$ cat config.mk
export PLATFORM = sky130hd
export DESIGN_NAME = regfile_ctrl
export DESIGN_NICKNAME = d
export VERILOG_FILES = /design/src/rtl/regfile_ctrl_pkg.sv /design/src/rtl/regfile_ctrl.sv
export SDC_FILE = /design/constraint.sdc
export NUM_CORES = 1
export LEC_CHECK = 0
export BUFFER_PORTS_ARGS = -buffer_cell sky130_fd_sc_hd__clkbuf_2
export CORE_AREA = 2 2 70 88
export DETAILED_ROUTE_END_ITERATION = 10
export DIE_AREA = 0 0 72 90
export PLACE_DENSITY = 0.71
export SYNTH_ARGS = -nofsm -noshare
export SYNTH_HDL_FRONTEND = slang
export SYNTH_SLANG_ARGS = --single-unit
$ cat constraint.sdc
create_clock -name clk -period 2 [get_ports clk]
set_input_delay 0.2 -clock clk [delete_from_list [all_inputs] [get_ports clk]]
set_output_delay 0.2 -clock clk [all_outputs]
set_load 0.1 [all_outputs]
$ cat src/rtl/regfile_ctrl_pkg.sv
// Shared sizes and encodings for the register-file command sequencer.
package regfile_ctrl_pkg;

    localparam int unsigned DATA_W = 16;
    localparam int unsigned RNUM_W = 3;
    localparam int unsigned NREG   = 8;

    typedef enum logic [1:0] {
        OP_WRITE = 2'b00,
        OP_READ  = 2'b01,
        OP_MOVE  = 2'b10,
        OP_CLEAR = 2'b11
    } op_e;

    typedef enum logic [2:0] {
        S_IDLE  = 3'd0,
        S_WR    = 3'd1,
        S_RD    = 3'd2,
        S_RSP   = 3'd3,
        S_MV_RD = 3'd4,
        S_MV_WR = 3'd5,
        S_CLR   = 3'd6
    } state_e;

endpackage

$ cat src/rtl/regfile_ctrl.sv
// Command sequencer driving the 8x16 regfile ports: WRITE, READ, MOVE, CLEAR
// over a cmd valid/ready handshake, with read data returned on a rsp handshake.
module regfile_ctrl
    import regfile_ctrl_pkg::*;
(
    input  logic                clk,
    input  logic                rst_n,
    input  logic                cmd_valid,
    output logic                cmd_ready,
    input  logic [1:0]          cmd_op,
    input  logic [RNUM_W-1:0]   cmd_dst,
    input  logic [RNUM_W-1:0]   cmd_src,
    input  logic [DATA_W-1:0]   cmd_data,
    output logic                rsp_valid,
    input  logic                rsp_ready,
    output logic [DATA_W-1:0]   rsp_data,
    output logic [DATA_W-1:0]   rf_data_in,
    output logic [RNUM_W-1:0]   rf_writenum,
    output logic                rf_write,
    output logic [RNUM_W-1:0]   rf_readnum,
    input  logic [DATA_W-1:0]   rf_data_out,
    output logic                busy
);

    state_e              state_q, state_d;
    logic [RNUM_W-1:0]   cnt_q, cnt_d;
    logic [DATA_W-1:0]   rsp_data_q, rsp_data_d;
    logic [DATA_W-1:0]   rf_data_in_q, rf_data_in_d;
    logic [RNUM_W-1:0]   rf_writenum_q, rf_writenum_d;
    logic [RNUM_W-1:0]   rf_readnum_q, rf_readnum_d;
    logic                rf_write_q, rf_write_d;
    logic                rsp_valid_q, rsp_valid_d;
    logic                cmd_ready_q, cmd_ready_d;
    logic                busy_q, busy_d;

    // Next-state and datapath updates
    always_comb begin
        state_d       = state_q;
        cnt_d         = cnt_q;
        rsp_data_d    = rsp_data_q;
        rf_data_in_d  = rf_data_in_q;
        rf_writenum_d = rf_writenum_q;
        rf_readnum_d  = rf_readnum_q;

        unique case (state_q)
            S_IDLE: begin
                if (cmd_valid) begin
                    unique case (op_e'(cmd_op))
                        OP_WRITE: begin
                            rf_writenum_d = cmd_dst;
                            rf_data_in_d  = cmd_data;
                            state_d       = S_WR;
                        end
                        OP_READ: begin
                            rf_readnum_d = cmd_src;
                            state_d      = S_RD;
                        end
                        OP_MOVE: begin
                            rf_readnum_d  = cmd_src;
                            rf_writenum_d = cmd_dst;
                            state_d       = S_MV_RD;
                        end
                        OP_CLEAR: begin
                            rf_data_in_d  = '0;
                            rf_writenum_d = '0;
                            cnt_d         = '0;
                            state_d       = S_CLR;
                        end
                    endcase
                end
            end
            S_WR:    state_d = S_IDLE;
            S_RD: begin
                rsp_data_d = rf_data_out;
                state_d    = S_RSP;
            end
            S_RSP: begin
                if (rsp_valid_q && rsp_ready) state_d = S_IDLE;
            end
            S_MV_RD: begin
                rf_data_in_d = rf_data_out;
                state_d      = S_MV_WR;
            end
            S_MV_WR: state_d = S_IDLE;
            S_CLR: begin
                // Counter wrap 7->0 coincides with leaving CLR; writenum keeps 7
                cnt_d = cnt_q + RNUM_W'(1);
                if (cnt_q == RNUM_W'(NREG - 1)) begin
                    state_d = S_IDLE;
                end else begin
                    rf_writenum_d = cnt_q + RNUM_W'(1);
                end
            end
            default: state_d = S_IDLE;
        endcase

        rf_write_d  = (state_d == S_WR) || (state_d == S_MV_WR) || (state_d == S_CLR);
        busy_d      = (state_d != S_IDLE);
        cmd_ready_d = (state_d == S_IDLE);
        // Valid rises one cycle after RSP entry, once rsp_data has settled
        rsp_valid_d = (state_q == S_RSP) && (state_d == S_RSP);
    end

    always_ff @(posedge clk or negedge rst_n) begin
        if (!rst_n) begin
            state_q       <= S_IDLE;
            cnt_q         <= '0;
            rsp_data_q    <= '0;
            rf_data_in_q  <= '0;
            rf_writenum_q <= '0;
            rf_readnum_q  <= '0;
            rf_write_q    <= 1'b0;
            rsp_valid_q   <= 1'b0;
            cmd_ready_q   <= 1'b1;
            busy_q        <= 1'b0;
        end else begin
            state_q       <= state_d;
            cnt_q         <= cnt_d;
            rsp_data_q    <= rsp_data_d;
            rf_data_in_q  <= rf_data_in_d;
            rf_writenum_q <= rf_writenum_d;
            rf_readnum_q  <= rf_readnum_d;
            rf_write_q    <= rf_write_d;
            rsp_valid_q   <= rsp_valid_d;
            cmd_ready_q   <= cmd_ready_d;
            busy_q        <= busy_d;
        end
    end

    assign cmd_ready   = cmd_ready_q;
    assign rsp_valid   = rsp_valid_q;
    assign rsp_data    = rsp_data_q;
    assign rf_data_in  = rf_data_in_q;
    assign rf_writenum = rf_writenum_q;
    assign rf_write    = rf_write_q;
    assign rf_readnum  = rf_readnum_q;
    assign busy        = busy_q;

endmodule

==> results of run 1 <==
[routing by layer]
layer / routed length, um / global-route usage
met5: 0 / 0
met4: 70 / 0.0566
met3: 189 / 0.0336
met2: 2560 / 0.262
met1: 2140 / 0.199
[path summary, 6_finish.rpt]
| check | startpoint | to |
|---|---|---|
| max in group asynchronous | rst_n | rf_data_in[3] |
| min | rsp_ready | rsp_valid |
| min reg2reg | rsp_valid | rsp_valid |
| max | state_q[0] | rf_data_in[15] |
| max reg2reg | state_q[0] | rf_data_in[15] |
| min in group asynchronous | rst_n | rsp_data[8] |
[kinds of logic after synthesis]
| family | count (synthesis) |
|---|---|
| multiplexers | 58 |
| flip-flops | 48 |
| AND/OR/NAND/NOR | 40 |
| buffers and inverters | 16 |
| AO/OA/AOI/OAI | 15 |
| adder cells (fa/ha/maj) | 6 |
[synth_stat cells]
| cell type | instances | area [um^2] |
|---|---|---|
| dfrtp_1 | 47 | 1180 |
| mux2_2 | 37 | 417 |
| mux2_4 | 20 | 300 |
| nor2b_1 | 18 | 113 |
| ha_1 | 6 | 75.1 |
| inv_1 | 6 | 22.5 |
| buf_2 | 5 | 25.0 |
| nand2_1 | 5 | 18.8 |
| a21oi_1 | 2 | 10.0 |
| a22o_1 | 2 | 17.5 |
| a2bb2oi_1 | 2 | 17.5 |
| and3b_1 | 2 | 17.5 |
| buf_6 | 2 | 22.5 |
| clkbuf_1 | 2 | 7.51 |
| nor2_1 | 2 | 7.51 |
| o21ai_0 | 2 | 10.0 |
| or2_2 | 2 | 12.5 |
| a21o_1 | 1 | 7.51 |
| a21oi_2 | 1 | 8.76 |
| a32oi_1 | 1 | 8.76 |
| and2_1 | 1 | 6.26 |
| and2b_1 | 1 | 7.51 |
| buf_8 | 1 | 15.0 |
| dfstp_2 | 1 | 26.3 |
| mux2i_1 | 1 | 10.0 |
| nand2b_1 | 1 | 6.26 |
| nand3_1 | 1 | 5.00 |
| nand3b_1 | 1 | 7.51 |
| nand4bb_1 | 1 | 11.3 |
| nor4_1 | 1 | 6.26 |
| nor4b_1 | 1 | 8.76 |
| nor4bb_1 | 1 | 10.0 |
| o211a_1 | 1 | 10.0 |
| o211ai_1 | 1 | 7.51 |
| o21bai_1 | 1 | 7.51 |
| o22ai_1 | 1 | 6.26 |
| or3b_1 | 1 | 8.76 |
| or4_1 | 1 | 7.51 |
[sequential cells by signal (all words and copies together), names as in the netlist]
name / count
rsp_valid: 1
busy: 1
state_q: 3
rf_readnum: 3
rsp_data: 16
cnt_q: 3
rf_write: 1
rf_data_in: 16
rf_writenum: 3
cmd_ready: 1
[per-stage QoR]
step	setup WS [ns]	hold slack, ns	util	cells
after floorplan	0.289	-0.0956	-	183
after global placement	0.170	0.224	0.524	332
after detailed placement	0.120	0.226	0.524	332
after CTS	0.182	0.0788	0.539	340
after global routing	0.123	0.0856	0.539	340
final	0.187	0.0890	0.539	340
[repair_timing]
action,CTS,global route
setup endpoints to repair,0,0
endpoints found under the hold margin,20,0
hold buffers,1,0
[cell usage in the layout (no fill, tap or decap), types with 2 or more instances in the layout]
cell / instances
clkbuf_2: 85
dfrtp_1: 47
mux2_2: 37
mux2_4: 20
nor2b_1: 18
inv_1: 6
ha_1: 6
buf_4: 6
nand2_1: 5
clkbuf_8: 5
a21oi_1: 2
or2_2: 2
a2bb2oi_1: 2
and3b_1: 2
nor2_1: 2
o21ai_0: 2
a22o_1: 2
buf_12: 2
[layout make-up]
| cell class | count | area share |
|---|---|---|
| multi-input cells | 119 | 0.380 |
| inverters | 6 | 0.00733 |
| flip-flops and latches | 48 | 0.391 |
| repair buffers | 94 | 0.169 |
| well taps | 66 | 0.0269 |
| clock inverters | 1 | 0.00163 |
| clock buffers | 6 | 0.0236 |
==> impl_metrics.py, run 1 <==
metrics = {
    "outcome": {
        "status": "complete, no violations",
    },
    "logic_synthesis": {
        "synth_top_family_by_area": "multiplexers",
        "synth_cells": 183,
        "synth_compound_area_frac": 0.0452,
        "synth-xor-area-share": 0,
        "synthMuxAreaShare": 0.295,
        "synth_cell_types": 38,
        "syn-cell-area_mm2": 0.00246,
        "ys_ff_latch": 48,
        "ys_seq_area_frac": 0.488,
        "synth-simple-area-share": 0.103,
        "syn_nets": 233,
        "synth_adder_area_share": 0.0305,
        "yosysWarnings": 0,
        "syn_area_per_cell_um2": 13.5,
    },
    "critical_path": {
        "cp_max_fo": 16,
        "cpPeakStageDelay_ns": 0.48,
        "slowest_stage": "dfrtp_1",
        "crit_type": "reg -> reg",
        "cp.depth": 4,
        "worstPathRequired_ns": 2.17,
        "start_kind": "flip-flop",
        "path_buf_inv": 1,
        "path_delay_family": "multiplexers",
        "arrival_ns": 1.98,
        "worstSetupEndpointType": "flip-flop",
        "reg2regPathDepth": 4,
        "path_common_cell": "mux2_4",
        "cp_cell_sequence": "or3b_1 > buf_4 > mux2_4 > mux2_4",
        "reg2reg_slack_ns": 0.19,
    },
    "cts": {
        "ctsRootBufferMaster": "clkbuf_8",
        "clock_sinks": 48,
        "clk_latency_ns": 0.29,
        "cts_tree": "yes",
        "cts_setup_buffers": 0,
        "htree_levels": 2,
        "cts_buffers": 5,
        "cts_resized": 0,
        "clkSlewWorstSetupHoldPaths_ns": 0.08,
        "clockBufferDepth": 2,
    },
    "placement": {
        "dpl_cell_area_mm2": 0.00299,
        "routabilityCongestion": 0.857,
        "io_buffers": 85,
        "hpwl_mm": 3.76,
    },
    "final_layout": {
        "layout.nets": 324,
        "fill_cells": 514,
        "n_antenna_cell": 0,
        "syn2layout_area_growth_pct": 24.8,
        "final_area_mm2": 0.00307,
        "multiInputGateArea_mm2": 0.00117,
        "drive_gt1_frac": 0.584,
        "regArea_mm2": 0.00120,
    },
    "min_path": {
        "min_path_cells": 2,
        "hold_class": "in -> reg",
    },
    "timing": {
        "fmax_mhz": 551,
        "setup_viol": 0,
        "rsz0062_at_grt": "no",
        "drv_slew": 0,
        "hold_viol_final": 0,
        "finalClockSkew_ns": 0.00876,
        "relSlewSlack": 0.616,
        "finalCriticalPeriod_ns": 1.81,
        "fin_tns_setup_ns": 0,
        "tightest_slew_ns": 0.576,
        "fin_crit_sh": 0.907,
    },
    "routing": {
        "drt_iter0_drc": 65,
        "drtAntennaViolNets": 0,
        "vias": 1709,
        "wl_per_cell_um": 14.6,
        "viasPerCell": 5.03,
        "drc": 0,
        "dr.pass1.iters": 4,
        "drt_wl_total_mm": 4.96,
    },
    "floorplanning": {
        "dieArea_mm2": 0.00648,
        "die_h_um": 90,
        "std_cell_rows": 31,
        "core-area_mm2": 0.00570,
        "die_w_um": 72,
        "pin_count": 86,
        "start_util": 0.432,
    },
    "global_route": {
        "grt_pass1_wl_mm": 8.00,
        "grt_max_degree": 28,
        "grt_pass1_vias": 1733,
        "grt_use_total": 0.157,
        "grt-ovfl-total": 0,
        "antenna_found_initial": 0,
    },
    "run": {
        "drv_cap": 0,
    },
}
Power of run 1 is left out: the tool's default activity adds up to more than one toggle a clock period on the data nets, which glitch-free logic cannot reach.
==> inputs of run 2 (changes only) <==
CELL_PAD_IN_SITES_DETAIL_PLACEMENT = 1   (was unset)
CELL_PAD_IN_SITES_GLOBAL_PLACEMENT = 2   (was unset)
CORE_AREA = 2 2 82 104   (was 2 2 70 88)
DIE_AREA = 0 0 84 106   (was 0 0 72 90)
PLACE_DENSITY = unset   (was 0.71)
PLACE_DENSITY_LB_ADDON = 0.1   (was unset)
==> run 2 against run 1 <==
Register-to-register slack better by 0.02 ns. Global-route usage down 1.9 points. Clock skew up 0.0029 ns. Highest routed layer unchanged.
==> impl_metrics.py, run 2 (synthesis results as in run 1) <==
metrics = {
    "routing": {
        "drc": 0,
        "top_layer_used": "met4",
        "wl_met2_mm": 3.29,
        "drt_wl_total_mm": 5.91,
        "routed-wl-met3_um": 241,
        "vias": 1763,
        "dr.pass1.iters": 4,
        "wl_met1_mm": 2.34,
        "wl_per_cell_um": 15.8,
        "viasPerCell": 4.73,
        "drt_iter0_drc": 22,
        "drtAntennaViolNets": 0,
    },
    "global_route": {
        "grt_use_total": 0.138,
        "grt-ovfl-total": 0,
        "grt_pass1_wl_mm": 9.74,
        "grt_max_degree": 28,
        "antenna_found_initial": 0,
        "grt_pass1_vias": 1903,
    },
    "final_layout": {
        "final_area_mm2": 0.00317,
        "final_cells": 373,
        "drive_gt1_frac": 0.587,
        "syn2layout_area_growth_pct": 28.6,
        "final_cell_mix": "clkbuf_2 (85), dfrtp_1 (47), mux2_2 (37), mux2_4 (20), nor2b_1 (18)",
        "layout.nets": 325,
        "n_antenna_cell": 0,
        "layout_commonest_cell": "clkbuf_2",
        "fill_cells": 899,
    },
    "cts": {
        "clockBufferDepth": 2,
        "clkSlewWorstSetupHoldPaths_ns": 0.08,
        "htree_levels": 2,
        "ctsRootBufferMaster": "clkbuf_8",
        "cts_buffers": 5,
        "clock_sinks": 48,
        "cts_tree": "yes",
        "clk_latency_ns": 0.30,
    },
    "critical_path": {
        "cpPeakStageDelay_ns": 0.52,
        "worstSetupEndpointType": "flip-flop",
        "worstPathRequired_ns": 2.18,
        "arrival_ns": 1.97,
        "crit_type": "reg -> reg",
        "start_kind": "flip-flop",
        "cp_cell_sequence": "or4_1 > a2bb2oi_1 > mux2_2",
        "cp_max_fo": 6,
        "slowest_stage": "or4_1",
    },
    "timing": {
        "tightest_slew_ns": 0.608,
        "whs_ns": 0.0764,
        "fin_tns_setup_ns": 0,
        "relSlewSlack": 0.595,
        "fmax_mhz": 557,
        "drv_slew": 0,
        "finalCriticalPeriod_ns": 1.79,
        "finalClockSkew_ns": 0.0116,
        "fin_crit_sh": 0.897,
        "setup_viol": 0,
        "rsz0062_at_grt": "no",
        "hold_viol_final": 0,
    },
    "placement": {
        "dpl_cell_area_mm2": 0.00304,
        "routabilityCongestion": 0.700,
        "io_buffers": 85,
        "dp.cells": 364,
        "hpwl_mm": 4.56,
    },
    "floorplanning": {
        "start_util": 0.307,
        "die_w_um": 84,
        "core-area_mm2": 0.00801,
        "die_h_um": 106,
        "dieArea_mm2": 0.00890,
        "std_cell_rows": 37,
        "pin_count": 86,
    },
    "run": {
        "drv_cap": 0,
    },
    "outcome": {
        "status": "complete, no violations",
    },
    "min_path": {
        "hold_class": "in -> reg",
    },
}
==> run 2: changes by cell type in the layout (fill, tap and decap cells not counted) <==
cell	change
nor4b_1	-1
clkinv_2	-1
nor4b_2	+1
clkbuf_1	+1
bufinv_16	+1
buf_12	+1
==> run 2: per-stage QoR <==
| step | setup WS [ns] | util |
|---|---|---|
| 6_report | 0.205 | 0.395 |
| 5_1_grt | 0.0914 | 0.395 |
| 4_1_cts | 0.0963 | 0.395 |
| 3_5_place_dp | 0.0824 | 0.380 |
| 3_3_place_gp | 0.144 | 0.380 |
| 2_1_floorplan | 0.289 | - |
==> run 2: final timing paths <==
kind / startpoint / slack (ns) / endpoint / cells after the start
setup reg to reg: state_q[2] / 0.21 / rf_writenum[2] / 3
hold reg to reg: rsp_valid / 0.47 / rsp_valid / 1
max in group asynchronous: rst_n / 1.00 / cnt_q[0] / 3
setup / recovery: state_q[2] / 0.21 / rf_writenum[2] / 3
hold / removal: rsp_ready / 0.08 / rsp_valid / 2
min in group asynchronous: rst_n / 0.43 / rsp_data[13] / 2
==> run 2: repair_timing <==
item	4_1_cts	5_1_grt
setup endpoints to repair	0	1
gates resized for setup	0	1
buffers inserted	0	0
hold buffers	1	0
endpoints found under the hold margin	20	0
==> run 2: routing by layer <==
layer,GRT usage,vias to the layer above
li1,-,823
met5,0,-
met2,0.254,45
met3,0.0217,4
met1,0.165,891
met4,0.0415,0
==> run 2: cell type report <==
class                           instances  area, um^2  area share
Clock buffer                            7        76.3      0.0241
Clock inverter                          1        30.0     0.00948
Inverter                                6        22.5     0.00711
Multi-Input combinational cell        119        1170       0.371
Sequential cell                        48        1200       0.380
Tap cell                               97         121      0.0383
Timing Repair Buffer                   95         541       0.171
==> run 2: worst max-delay path: cells and delay by family (launching register included) <==
family             cells  cell delay [ns]
DFF                    1             0.45
muxes                  1             0.39
AOI/OAI and AO/OA      1             0.33
and+or+nand+nor        1             0.52
Power of run 2 is left out for the same reason.
==> inputs of run 3 (changes only) <==
clock period = 1.9 ns   (was 2 ns; I/O delays follow)
==> run 3 against run 2 <==
The flow now finishes with violations (hold timing). Sequential share of layout area stayed put. Worst setup slack worse by 0.077 ns. Worst hold slack lost 0.094 ns. Utilization unchanged. Global-route usage fell by 0.40 points. Routed wire length shrank 2.4%. Critical path depth stayed put. Non-clock buffer count rose by 1. Critical endpoint is now rf_writenum[0].
==> impl_metrics.py, run 3 (synthesis results as in run 1) <==
metrics = {
    "outcome": {
        "status": "complete, but fails checks",
        "violations": "hold timing",
    },
    "cts": {
        "cts_tree": "yes",
        "cts_buffers": 5,
        "ctsRootBufferMaster": "clkbuf_8",
        "clock_sinks": 48,
        "clkSlewWorstSetupHoldPaths_ns": 0.09,
        "clockBufferDepth": 2,
        "hold_buffers": 0,
        "cts_resized": 0,
        "clk_latency_ns": 0.30,
        "cts_setup_buffers": 0,
        "htree_levels": 2,
    },
    "routing": {
        "drc": 0,
        "drt_iter0_drc": 53,
        "viasPerCell": 4.71,
        "drtAntennaViolNets": 0,
        "drt_wl_total_mm": 5.77,
        "vias": 1761,
        "dr.pass1.iters": 4,
        "wl_per_cell_um": 15.4,
    },
    "floorplanning": {
        "dieArea_mm2": 0.00890,
        "start_util": 0.307,
        "std_cell_rows": 37,
        "core-area_mm2": 0.00801,
        "pin_count": 86,
        "die_w_um": 84,
        "die_h_um": 106,
    },
    "final_layout": {
        "final_cell_mix": "clkbuf_2 (85), dfrtp_1 (47), mux2_2 (37), mux2_4 (20), nor2b_1 (18)",
        "syn2layout_area_growth_pct": 28.6,
        "n_antenna_cell": 0,
        "drive_gt1_frac": 0.592,
        "layout.nets": 326,
        "layout_commonest_cell": "clkbuf_2",
    },
    "timing": {
        "fin_crit_sh": 0.932,
        "drv_slew": 0,
        "finalClockSkew_ns": 0.00831,
        "tightest_slew_ns": 0.629,
        "relSlewSlack": 0.581,
        "whs_ns": -0.0172,
        "fin_tns_setup_ns": 0,
        "hold_viol_final": 30,
        "setup_viol": 0,
        "fmax_mhz": 565,
        "finalCriticalPeriod_ns": 1.77,
        "rsz0062_at_grt": "no",
    },
    "global_route": {
        "grt_pass1_vias": 1880,
        "grt_busiest_layer": "met2",
        "grt-ovfl-total": 0,
        "grt_use_total": 0.134,
        "grt_pass1_wl_mm": 9.46,
        "grt_use_met1": 0.160,
        "grt_util_met3": 0.0264,
        "grt_max_degree": 49,
        "antenna_found_initial": 0,
        "grt_use_met2": 0.246,
    },
    "critical_path": {
        "start_kind": "flip-flop",
        "cp_max_fo": 7,
        "crit_type": "reg -> reg",
        "worstPathRequired_ns": 2.09,
        "arrival_ns": 1.96,
        "worstSetupEndpointType": "flip-flop",
    },
    "placement": {
        "routabilityCongestion": 0.698,
        "hpwl_mm": 4.23,
        "io_buffers": 85,
    },
    "min_path": {
        "hold_class": "in -> async",
    },
    "run": {
        "drv_cap": 0,
    },
}
## run 3: cell types whose count changed in the layout (fill, tap and decap cells not counted)
| cell | previous run | this run |
|---|---|---|
| nor4b_2 | 1 | 0 |
| clkinv_2 | 0 | 1 |
| buf_4 | 6 | 8 |
| dlygate4sd3_1 | 1 | 0 |
| nor4b_1 | 0 | 1 |
| clkbuf_1 | 2 | 1 |
## run 3: final timing paths
path	end	slack [ns]	start	cells after the start
max	rf_writenum[0]	0.13	state_q[2]	3
min	rsp_data[6]	-0.02	rst_n	2
min reg2reg	rsp_valid	0.48	rsp_valid	1
max reg2reg	rf_writenum[0]	0.13	state_q[2]	3
max in group asynchronous	cnt_q[1]	1.49	rst_n	2
min in group clk	rsp_valid	0.06	rsp_ready	2
## run 3: per-stage QoR
step	instance area [um^2]	hold slack (ns)	std cells	util	worst slack (ns)
2_1_floorplan	2460	-0.106	183	-	0.189
3_3_place_gp	3060	0.349	366	0.382	0.0597
3_5_place_dp	3060	0.351	366	0.382	0.0478
4_1_cts	3170	0.0163	374	0.395	0.115
5_1_grt	3170	0.0383	374	0.395	0.0300
6_report	3170	-0.0172	374	0.395	0.129
## run 3: worst max-delay path, cell delays in order, from the launching register on
cell and delay, ns:
dfrtp_1 0.46, or4_1 0.53, a2bb2oi_1 0.30, mux2_2 0.37
## run 3: area by class of cell
class | instances | area [um^2]
Fill cell | 887 | 4840
Timing Repair Buffer | 96 | 546
Inverter | 6 | 22.5
Multi-Input combinational cell | 119 | 1170
Clock buffer | 6 | 72.6
Clock inverter | 2 | 35.0
Tap cell | 97 | 121
Sequential cell | 48 | 1200
## run 3: routing by layer
layer | share of wire | wire, um
met1 | 0.42 | 2410
met2 | 0.53 | 3060
met3 | 0.042 | 240
met4 | 0.0092 | 53
met5 | 0 | 0
Power of run 3 is left out for the same reason.
